File: config.mk
export PLATFORM = sky130hd
export DESIGN_NAME = spmv_kernel_ctrl_bank
export DESIGN_NICKNAME = d
export VERILOG_FILES = /design/src/rtl/spmv_kernel_ctrl_bank.sv
export SDC_FILE = /design/constraint.sdc
export NUM_CORES = 1
export LEC_CHECK = 0
export ABC_AREA = 1
export CAP_MARGIN = 20
export CORE_MARGIN = 2
export CORE_UTILIZATION = 25
export DETAILED_ROUTE_END_ITERATION = 6
export MAX_ROUTING_LAYER = met4
export PLACE_DENSITY = 0.48
export SLEW_MARGIN = 30
export SYNTH_ARGS = -nofsm -noshare
export SYNTH_HDL_FRONTEND = slang
export SYNTH_SLANG_ARGS = --single-unit
File: constraint.sdc
create_clock -name aclk -period 7.8 [get_ports aclk]
set_clock_uncertainty 0.15 [all_clocks]
set_input_delay 1.56 -clock aclk [delete_from_list [all_inputs] [get_ports aclk]]
set_output_delay 1.56 -clock aclk [all_outputs]
set_load 0.01 [all_outputs]
File: src/rtl/spmv_kernel_ctrl_bank.sv
// rtl/spmv_kernel_ctrl_bank.sv - per-kernel control/status register bank for SpMV kernels
// Each kernel runs an IDLE/REQ/RUN FSM with locked config, abort, W1C status and a RUN-cycle counter.
module spmv_kernel_ctrl_bank #(
  parameter int          NUM_KERNEL = 4,
  parameter int          NUM_CFG    = 4,
  parameter int          ADDR_W     = 10,
  parameter int          STRIDE     = 32,
  parameter logic [31:0] VERSION    = 32'h0002_0000
) (
  input  logic                               aclk,
  input  logic                               aresetn,
  input  logic                               reg_en,
  input  logic                               reg_we,
  input  logic [ADDR_W-1:0]                  reg_addr,
  input  logic [31:0]                        reg_din,
  output logic [31:0]                        reg_dout,
  output logic [32*NUM_CFG*NUM_KERNEL-1:0]   cfg_out,
  output logic [NUM_KERNEL-1:0]              kernel_start,
  input  logic [NUM_KERNEL-1:0]              kernel_ready,
  input  logic [NUM_KERNEL-1:0]              kernel_done,
  output logic [NUM_KERNEL-1:0]              kernel_abort,
  output logic                               irq
);

  localparam int OFF_W = $clog2(STRIDE);
  localparam int K_W   = ADDR_W - OFF_W;
  localparam int WO_W  = OFF_W - 2;

  typedef enum logic [1:0] {S_IDLE = 2'd0, S_REQ = 2'd1, S_RUN = 2'd2} state_t;

  state_t                      r_state  [NUM_KERNEL];
  logic [31:0]                 r_cycles [NUM_KERNEL];
  logic [31:0]                 r_cfg    [NUM_KERNEL][NUM_CFG];
  logic [NUM_KERNEL-1:0]       r_irq_en;
  logic [NUM_KERNEL-1:0]       r_done;
  logic [NUM_KERNEL-1:0]       r_err;
  logic [NUM_KERNEL-1:0]       r_start;
  logic [NUM_KERNEL-1:0]       r_abort;
  logic [31:0]                 r_dout;

  logic [K_W-1:0]              w_k;
  logic [WO_W-1:0]             w_woff;
  logic                        w_wr;
  logic                        w_unused;
  logic [NUM_KERNEL-1:0]       w_busy;
  logic [NUM_KERNEL-1:0]       w_ctrl_wr;
  logic [NUM_KERNEL-1:0]       w_stat_wr;
  logic [NUM_KERNEL-1:0][NUM_CFG-1:0] w_cfg_wr;
  logic [NUM_KERNEL-1:0]       w_abort_go;
  logic [NUM_KERNEL-1:0]       w_err_set;
  logic [NUM_KERNEL-1:0]       w_done_set;
  logic [31:0]                 w_rdata;

  assign w_k      = reg_addr[ADDR_W-1:OFF_W];
  assign w_woff   = reg_addr[OFF_W-1:2];
  assign w_wr     = reg_en & reg_we;
  assign w_unused = ^reg_addr[1:0];

  always_comb begin
    w_ctrl_wr = '0;
    w_stat_wr = '0;
    w_cfg_wr  = '0;
    for (int i = 0; i < NUM_KERNEL; i++) begin
      if (w_wr && (w_k == K_W'(i))) begin
        w_ctrl_wr[i] = (w_woff == WO_W'(0));
        w_stat_wr[i] = (w_woff == WO_W'(1));
        for (int j = 0; j < NUM_CFG; j++)
          w_cfg_wr[i][j] = (w_woff == WO_W'(3 + j));
      end
    end
  end

  // Abort beats start and beats a coincident kernel_done; hardware sets beat W1C clears.
  always_comb begin
    for (int i = 0; i < NUM_KERNEL; i++) begin
      w_busy[i]     = (r_state[i] != S_IDLE);
      w_abort_go[i] = w_ctrl_wr[i] & w_busy[i] & reg_din[1];
      w_err_set[i]  = w_busy[i] & ((|w_cfg_wr[i]) | (w_ctrl_wr[i] & (reg_din[0] | reg_din[1])));
      w_done_set[i] = (r_state[i] == S_RUN) & kernel_done[i] & ~w_abort_go[i];
    end
  end

  always_comb begin
    w_rdata = 32'hDEAD_BEEF;
    for (int i = 0; i < NUM_KERNEL; i++) begin
      if (w_k == K_W'(i)) begin
        if (w_woff == WO_W'(0))      w_rdata = {29'd0, r_irq_en[i], 2'd0};
        else if (w_woff == WO_W'(1)) w_rdata = {26'd0, r_state[i], 1'b0, r_err[i], r_done[i], w_busy[i]};
        else if (w_woff == WO_W'(2)) w_rdata = r_cycles[i];
        for (int j = 0; j < NUM_CFG; j++)
          if (w_woff == WO_W'(3 + j)) w_rdata = r_cfg[i][j];
      end
    end
    if (w_k == K_W'(NUM_KERNEL)) begin
      if (w_woff == WO_W'(0)) begin
        w_rdata = VERSION;
      end else if (w_woff == WO_W'(1)) begin
        w_rdata = '0;
        w_rdata[NUM_KERNEL-1:0] = r_done;
      end else if (w_woff == WO_W'(2)) begin
        w_rdata = 32'(NUM_KERNEL) | (32'(NUM_CFG) << 8);
      end
    end
  end

  always_ff @(posedge aclk or negedge aresetn) begin
    if (!aresetn) begin
      for (int i = 0; i < NUM_KERNEL; i++) begin
        r_state[i]  <= S_IDLE;
        r_cycles[i] <= '0;
        for (int j = 0; j < NUM_CFG; j++) r_cfg[i][j] <= '0;
      end
      r_irq_en <= '0;
      r_done   <= '0;
      r_err    <= '0;
      r_start  <= '0;
      r_abort  <= '0;
      r_dout   <= '0;
    end else begin
      r_abort <= '0;
      if (reg_en && !reg_we) r_dout <= w_rdata;
      for (int i = 0; i < NUM_KERNEL; i++) begin
        if (w_ctrl_wr[i]) r_irq_en[i] <= reg_din[2];
        for (int j = 0; j < NUM_CFG; j++)
          if (w_cfg_wr[i][j] && !w_busy[i]) r_cfg[i][j] <= reg_din;
        r_err[i]  <= w_err_set[i]  | (r_err[i]  & ~(w_stat_wr[i] & reg_din[2]));
        r_done[i] <= w_done_set[i] | (r_done[i] & ~(w_stat_wr[i] & reg_din[1]));
        if (w_abort_go[i]) begin
          r_state[i] <= S_IDLE;
          r_start[i] <= 1'b0;
          r_abort[i] <= 1'b1;
        end else begin
          case (r_state[i])
            S_IDLE: if (w_ctrl_wr[i] && reg_din[0]) begin
              r_state[i]  <= S_REQ;
              r_start[i]  <= 1'b1;
              r_cycles[i] <= '0;
            end
            S_REQ: if (kernel_ready[i]) begin
              r_state[i] <= S_RUN;
              r_start[i] <= 1'b0;
            end
            S_RUN: begin
              if (r_cycles[i] != 32'hFFFF_FFFF) r_cycles[i] <= r_cycles[i] + 32'd1;
              if (kernel_done[i]) r_state[i] <= S_IDLE;
            end
            default: begin
              r_state[i] <= S_IDLE;
              r_start[i] <= 1'b0;
            end
          endcase
        end
      end
    end
  end

  for (genvar gi = 0; gi < NUM_KERNEL; gi++) begin : g_cfg_k
    for (genvar gj = 0; gj < NUM_CFG; gj++) begin : g_cfg_w
      assign cfg_out[32*(gi*NUM_CFG+gj) +: 32] = r_cfg[gi][gj];
    end
  end

  assign reg_dout     = r_dout;
  assign kernel_start = r_start;
  assign kernel_abort = r_abort;
  assign irq          = |(r_done & r_irq_en);

endmodule

Yosys cells after proc, flatten, opt, wreduce, memory -nomap -nowiden

Cells that the tools add are included.
W data, S select, Z words.

Bits of input ports: 54
Flip-flop bits (word level): 700
Word-level logic and storage cells: 314
Output and inout port bits: 553

Equal/unequal tests: 46
Multiplexer cells: 100
Bitwise logic cells: 67
Reductions and logical operators: 61
Add/sub/neg operators: 4

Operators with widths:

| kind                    | number |
|---|---|
| $mux W32                | 44 |
| $pmux W32 S2            | 4 |
| $add A32 B1 Y32 const B | 4 |
| $ne A32 B32 Y1 const B  | 4 |
| $and A1 B1 Y1           | 41 |
| $ne A3 B3 Y1 const B    | 12 |
| $mux W2                 | 16 |
| $logic_and A1 B1 Y1     | 25 |
| $mux W1                 | 24 |
| $pmux W2 S3             | 4 |
| $reduce_and A3 Y1       | 8 |
| $reduce_or A4 Y1        | 5 |
| $mux W4                 | 4 |
| $ne A2 B2 Y1 const B    | 8 |
| $reduce_and A4 Y1       | 4 |
| $reduce_bool A2 Y1      | 8 |
| $or A1 B1 Y1            | 13 |
| $not A1 Y1              | 12 |
| $pmux W1 S3             | 4 |
| $eq A5 B2 Y1 const B    | 2 |
| $eq A3 B3 Y1 const B    | 3 |
| $eq A2 B1 Y1 const B    | 4 |
| $eq A2 B2 Y1 const B    | 4 |
| $logic_not A2 Y1        | 4 |
| other kinds (9)         | 17 |

Logic depth before layout (Yosys ltp)

Depth in word-level cells: 37
Mapped depth: 36
Depth with buffers taken out: 35

Worst setup path before layout

OpenSTA, ideal clock, no wires.

Path kind: in2reg
Start point: input reg_addr[9]
End point: register r_cycles[92] (netlist bit)
Slack: 3.080 ns
Buffers on the path: 0
Setup time: 0.136 ns
Arrival: 4.435 ns
Cell stages on the path: 26
Cells stage by stage: nor3_2 inv_2 nor3_4 inv_4 nor2_8 nand2_4 o21ai_4 nand2_4 nor3_4 nand2_2 inv_2 nand2_1 nor2_2 nand2_1 nor2_1 nand2_1 inv_1 nand2_1 nor2_1 nand2_1 nor2_2 nand2_1 nor2_1 inv_2 nor3_2 a311oi_1

Cells in the longest elaborated chain, start to end: 7
Elaborated cells between the ends (all ways): 9

Ends and longest elaborated chain:

| what                          | line | RTL |
|---|---|---|
| start, declared               | 14   | `input logic [ADDR_W-1:0] reg_addr,` |
| $eq A5 B1 Y1 *                | 64   | `if (w_wr && (w_k == K_W'(i))) begin` |
| $logic_and A1 B1 Y1 *         | 64   |  |
| $mux W1 *                     | 64   |  |
| $and A1 B1 Y1 (2 in series)   | 77   | `w_abort_go[i] = w_ctrl_wr[i] & w_busy[i] & reg_din[1];` |
| $not A1 Y1 (no line)          | -    |  |
| $reduce_and A4 Y1 (no line) * | -    |  |
| end signal, assigned by index | 110  | `r_cycles[i] <= '0;` |
| end signal, assigned by index | 137  | `r_cycles[i] <= '0;` |
| end, declared                 | 32   | `logic [31:0] r_cycles [NUM_KERNEL];` |

Mark *: on every way between the ends. The rest lies on a longest branch, timed or not.
A chain may end at the register's enable or synchronous reset.

Worst setup path after layout

Start point: input reg_addr[2]
End point: register r_dout[8] (netlist: reg_dout[8])

Cells in the longest elaborated chain, start to end: 37
Elaborated cells between the ends (all ways): 43

Ends and longest elaborated chain:

| what                   | line    | RTL |
|---|---|---|
| $eq A3 B2 Y1           | 89, 100 |  |
| $mux W32               | 89      | `else if (w_woff == WO_W'(2)) w_rdata = r_cycles[i];` |
| $mux W32               | 88      | `else if (w_woff == WO_W'(1)) w_rdata = {26'd0, r_state[i], 1'b0, r_err[i], r_done[i], w_busy[i]};` |
| $mux W32               | 87      | `if (w_woff == WO_W'(0)) w_rdata = {29'd0, r_irq_en[i], 2'd0};` |
| $mux W32 (4 in series) | 91      | `if (w_woff == WO_W'(3 + j)) w_rdata = r_cfg[i][j];` |
| $mux W32               | 86      | `if (w_k == K_W'(i)) begin` |
| $mux W32               | 89      |  |
| $mux W32               | 88      |  |
| [15 not listed]        | -       |  |
| $mux W32               | 88      |  |
| $mux W32               | 87      |  |
| $mux W32 (4 in series) | 91      |  |
| $mux W32               | 86      |  |
| $mux W32               | 100     | `end else if (w_woff == WO_W'(2)) begin` |
| $mux W32               | 97      | `end else if (w_woff == WO_W'(1)) begin` |
| $mux W32               | 95      | `if (w_woff == WO_W'(0)) begin` |
| $mux W32 *             | 94      | `if (w_k == K_W'(NUM_KERNEL)) begin` |
| end signal, assigned   | 121     | `if (reg_en && !reg_we) r_dout <= w_rdata;` |
| end, declared          | 39      | `logic [31:0] r_dout;` |

Marked as above.

==> metrics.md <==
| Metric | Value |
|---|---|
| Top Usage Layer GRT | met2 |
| Critical R2R Launch | r_state[6] |
| H-tree Lvls | 3 |
| Met2 Resource Use GR | 40.71% |
| Xor/xnor share of the synthesized area | less than 1% |
| Number of max-cap violations | 0 |
| CTS tree | built |
| Arr. time, crit path | about 6.4 ns |
| WP buf/inv | 2 |
| First-pass GRT wire length | approximately 270000 um |
| Final Max Tran Viols | 0 |
| Half-perimeter wire length after placement | 142500 um |
| Mapped cell area | around 0.034 mm^2 |
| CTS root buf | clkbuf_16 |
| Layout area overhead | 32.31% |
| Net Count, Synth | between 4000 and 5000 |
| First-pass DRT Iterations | 5 |
| Crit path launch type | input pin |
| Critical path endpoint category | flop |
| Synth Flop Type | dfrtp_1 |
| Final nets | roughly 5000 |
| Register area share after synthesis | around 51% |
| Ys async rst share | 100.0% |
| DRC violations left | 0 |
| Post-CTS Setup Bufs | 0 |
| Setup crit start | reg_addr[2] |
| CP Max Fanout | 65 |
| Largest net degree at the start of global routing | between 100 and 150 |
| Critical path's top delay family | simple AND/OR/NAND/NOR gates |
| Synth warnings | 0 |
| Leakage | 19.89 nW |
| Most Frequent Cell on Critical Path | nand2_1 |
| Slowest cell delay on critical path | roughly 0.54 ns |
| Rows | around 140 |
| DR iter-0 viols | roughly 4100 |
| Share of the synthesized area in the top cell type | approximately half |
| Tcrit/Tclk final | ~76% |
| Mapped Cells | ~4400 |
| Main combinational cell family by area after synthesis | simple AND/OR/NAND/NOR gates |
| DIE HEIGHT | 374 um |
| Register area | 0.01752 mm^2 |
| Slew headroom | 35.68% |
| CTS max path bufs | 3 |
| Drt total wl | ~190000 um |
| Area leader, netlist | dfrtp_1 |
| Grt met1 use | between 30% and 40% |
| Post-CTS Hold Fix Bufs | 0 |
| Post-route setup slack | between 1.5 and 2 ns |
| Met3 GRT Util | about 6.4% |
| Finished Layout Cells | between 6000 and 7000 |
| Worst vdd ir | approximately 0.14 mV |
| Starting density of the core | about a quarter |
| Core Box Area | approximately 0.14 mm^2 |
| WP data required | just over 8 ns |
| Filler cell count | around 14000 |
| Final Setup Violations | 0 |
| Path type of the worst setup path | in -> reg |
| Slowest-stage cell, CP | clkdlybuf4s50_1 |
| Status | finished clean |
| Worst Min Path Start | r_cycles[122] |
| Multi-input gate area | around 0.015 mm^2 |
| RSZ-0062 raised after global routing | no |
| Post-Synth Adder-Cell Area | less than 1% |
| Avg Vias per Cell | 5.121 |
| Vias in the first global route | between 30000 and 40000 |
| Worst-Skew Late Latency | between 0.6 and 0.7 ns |
| Routability congestion estimate | about 0.95 |
| Final Hold Slack | ~0.33 ns |
| TNS Setup | 0 ns |
| # IOs | around 600 |
| Setup WS pre-CTS | approximately 1.3 ns |
| Top cells by area, synth | dfrtp_1, nand2_1, o21ai_0 |
| Final ANT Viol Nets | 0 |
| Dpl cells | 6600 |
| PD cells | around 210 mW/mm^2 |
| Worst slew pin tran | 0.9648 ns |
| Fin crit period | a little under 6 ns |
| Post-synth EDFFs | 0 |
| CTS Buf Count | between 80 and 90 |
| Total clock sinks | 700 |
| Final Hold Violating Endpoints | 0 |
| Mux cell area share after synthesis | 0% |
| Synth Area in Simple Gates | between 20% and 30% |
| Port Buffers | 604 |
| Initial antenna violation count | 11 |
| Die X | 374 um |
| Syn_area_per_cell | a little under 8 um^2 |
| Layout cells sized above 1 | 6.522% |
| Die Area | 0.1399 mm^2 |
| Worst-path clk slew | 0.06 ns |
| Synth Area in Compound Gates | a little under 20% |
| Post-cts resize count | 0 |
| Tot GR Track Use | between 20% and 30% |
| Synth unique cells | 56 |
| Grt ovf | 0 |
| Via count | between 30000 and 40000 |
| Max Clk Rate | roughly 170 MHz |
| Yosys reg bits | 700 |
| WL/cell | ~29 um |
| Hold Path Class | reg -> reg |
[synth_stat cells, types with 3 or more instances]
cell       instances
inv_2              6
o22ai_1           15
nor2_1           280
nor2_2            10
o2111ai_1          4
a22oi_1           40
a211oi_1          12
a31oi_1            8
o21ai_1            3
o221a_2            3
clkinv_1           4
o21a_1             4
dfrtp_1          700
or2_2             11
nor3b_1            6
nor3_2             6
a221oi_1          30
a21boi_0           8
nor3_4             6
o31a_1             3
o211ai_1          66
inv_1            239
nand3_1          119
buf_1             33
nor3_1            55
nor4_1            13
nand3b_1           7
nor2_4             3
o21bai_1           4
nand2_1         1356
clkbuf_1         240
and3_1             8
o21ai_0          751
o221ai_1           7
a21oi_1          268
buf_2              6
nand4_1           31
nand2_2            3
ha_1               4
[state kept, by name (all words and copies together) (netlist names), 8 cells and up]
name and count:
cfg_out 512, r_cycles 128, reg_dout 32, r_state 8
[cell families after synthesis]
family          count (synthesis)
compound gates               1235
xor+xnor                        1
fa+ha+maj                       4
buf+inv                       530
flops                         700
simple gates                 1923
[worst paths after layout]
kind                                 endpoint  slack [ns]  depth (start not counted)
worst max-delay path              reg_dout[8]        1.83                         27
worst min-delay path            r_cycles[122]        0.33                          1
worst max register to register    reg_dout[0]        3.44                         32
worst min register to register  r_cycles[122]        0.33                          1
max in group asynchronous        cfg_out[495]        5.28                          3
min in group asynchronous        cfg_out[119]        0.80                          1
[layout make-up]
type                    instances  share of cell area, %
inverters                     251                  2.108
well taps                    1781                  4.921
clock buffers                 122                  5.424
flip-flops and latches        700                  38.68
diodes                          9                0.04973
repair buffers                706                  15.33
clock inverters                26                 0.7073
multi-input cells            3163                  32.77
[metrics by stage]
| stage | utilization [%] | total power, mW | cell area (um^2) |
|---|---|---|---|
| floorplan | - | 4.682 | 34230 |
| global placement | 31.30 | 5.610 | 42450 |
| detailed placement | 31.30 | 5.617 | 42460 |
| CTS | 33.35 | 9.675 | 45230 |
| global route | 33.38 | 9.964 | 45270 |
| finish | 33.39 | 9.637 | 45280 |
[worst register-to-register path: cells and delay by family, from the launching register on]
kind | cells | cell delay [ns]
AO/OA/AOI/OAI | 2 | 0.45
AND/OR/NAND/NOR | 30 | 3.24
flip-flops | 1 | 0.41
[per-layer routing]
| metal | wire, um | share of wire (%) |
|---|---|---|
| met1 | 82800 | 43 |
| met2 | 84710 | 44 |
| met3 | 17050 | 8.8 |
| met4 | 9741 | 5.0 |
| met5 | 0 | 0 |
[layout by cell type, fill, tap and decap left out, types with 40 or more instances in the layout]
cell type | synthesis | layout
a21oi_1 | 268 | 268
a22oi_1 | 40 | 40
buf_4 | 0 | 92
clkbuf_16 | 0 | 85
clkdlybuf4s50_1 | 0 | 602
dfrtp_1 | 700 | 700
inv_1 | 239 | 229
nand2_1 | 1356 | 1354
nand3_1 | 119 | 103
nor2_1 | 280 | 276
nor3_1 | 55 | 55
o211ai_1 | 66 | 66
o21ai_0 | 751 | 750
[power breakdown]
part / internal [mW] / switching, mW
clock network: 2.35 / 1.72
logic: 0.483 / 1.14
registers: 3.78 / 0.161
Power figures use the tool's default switching activity.
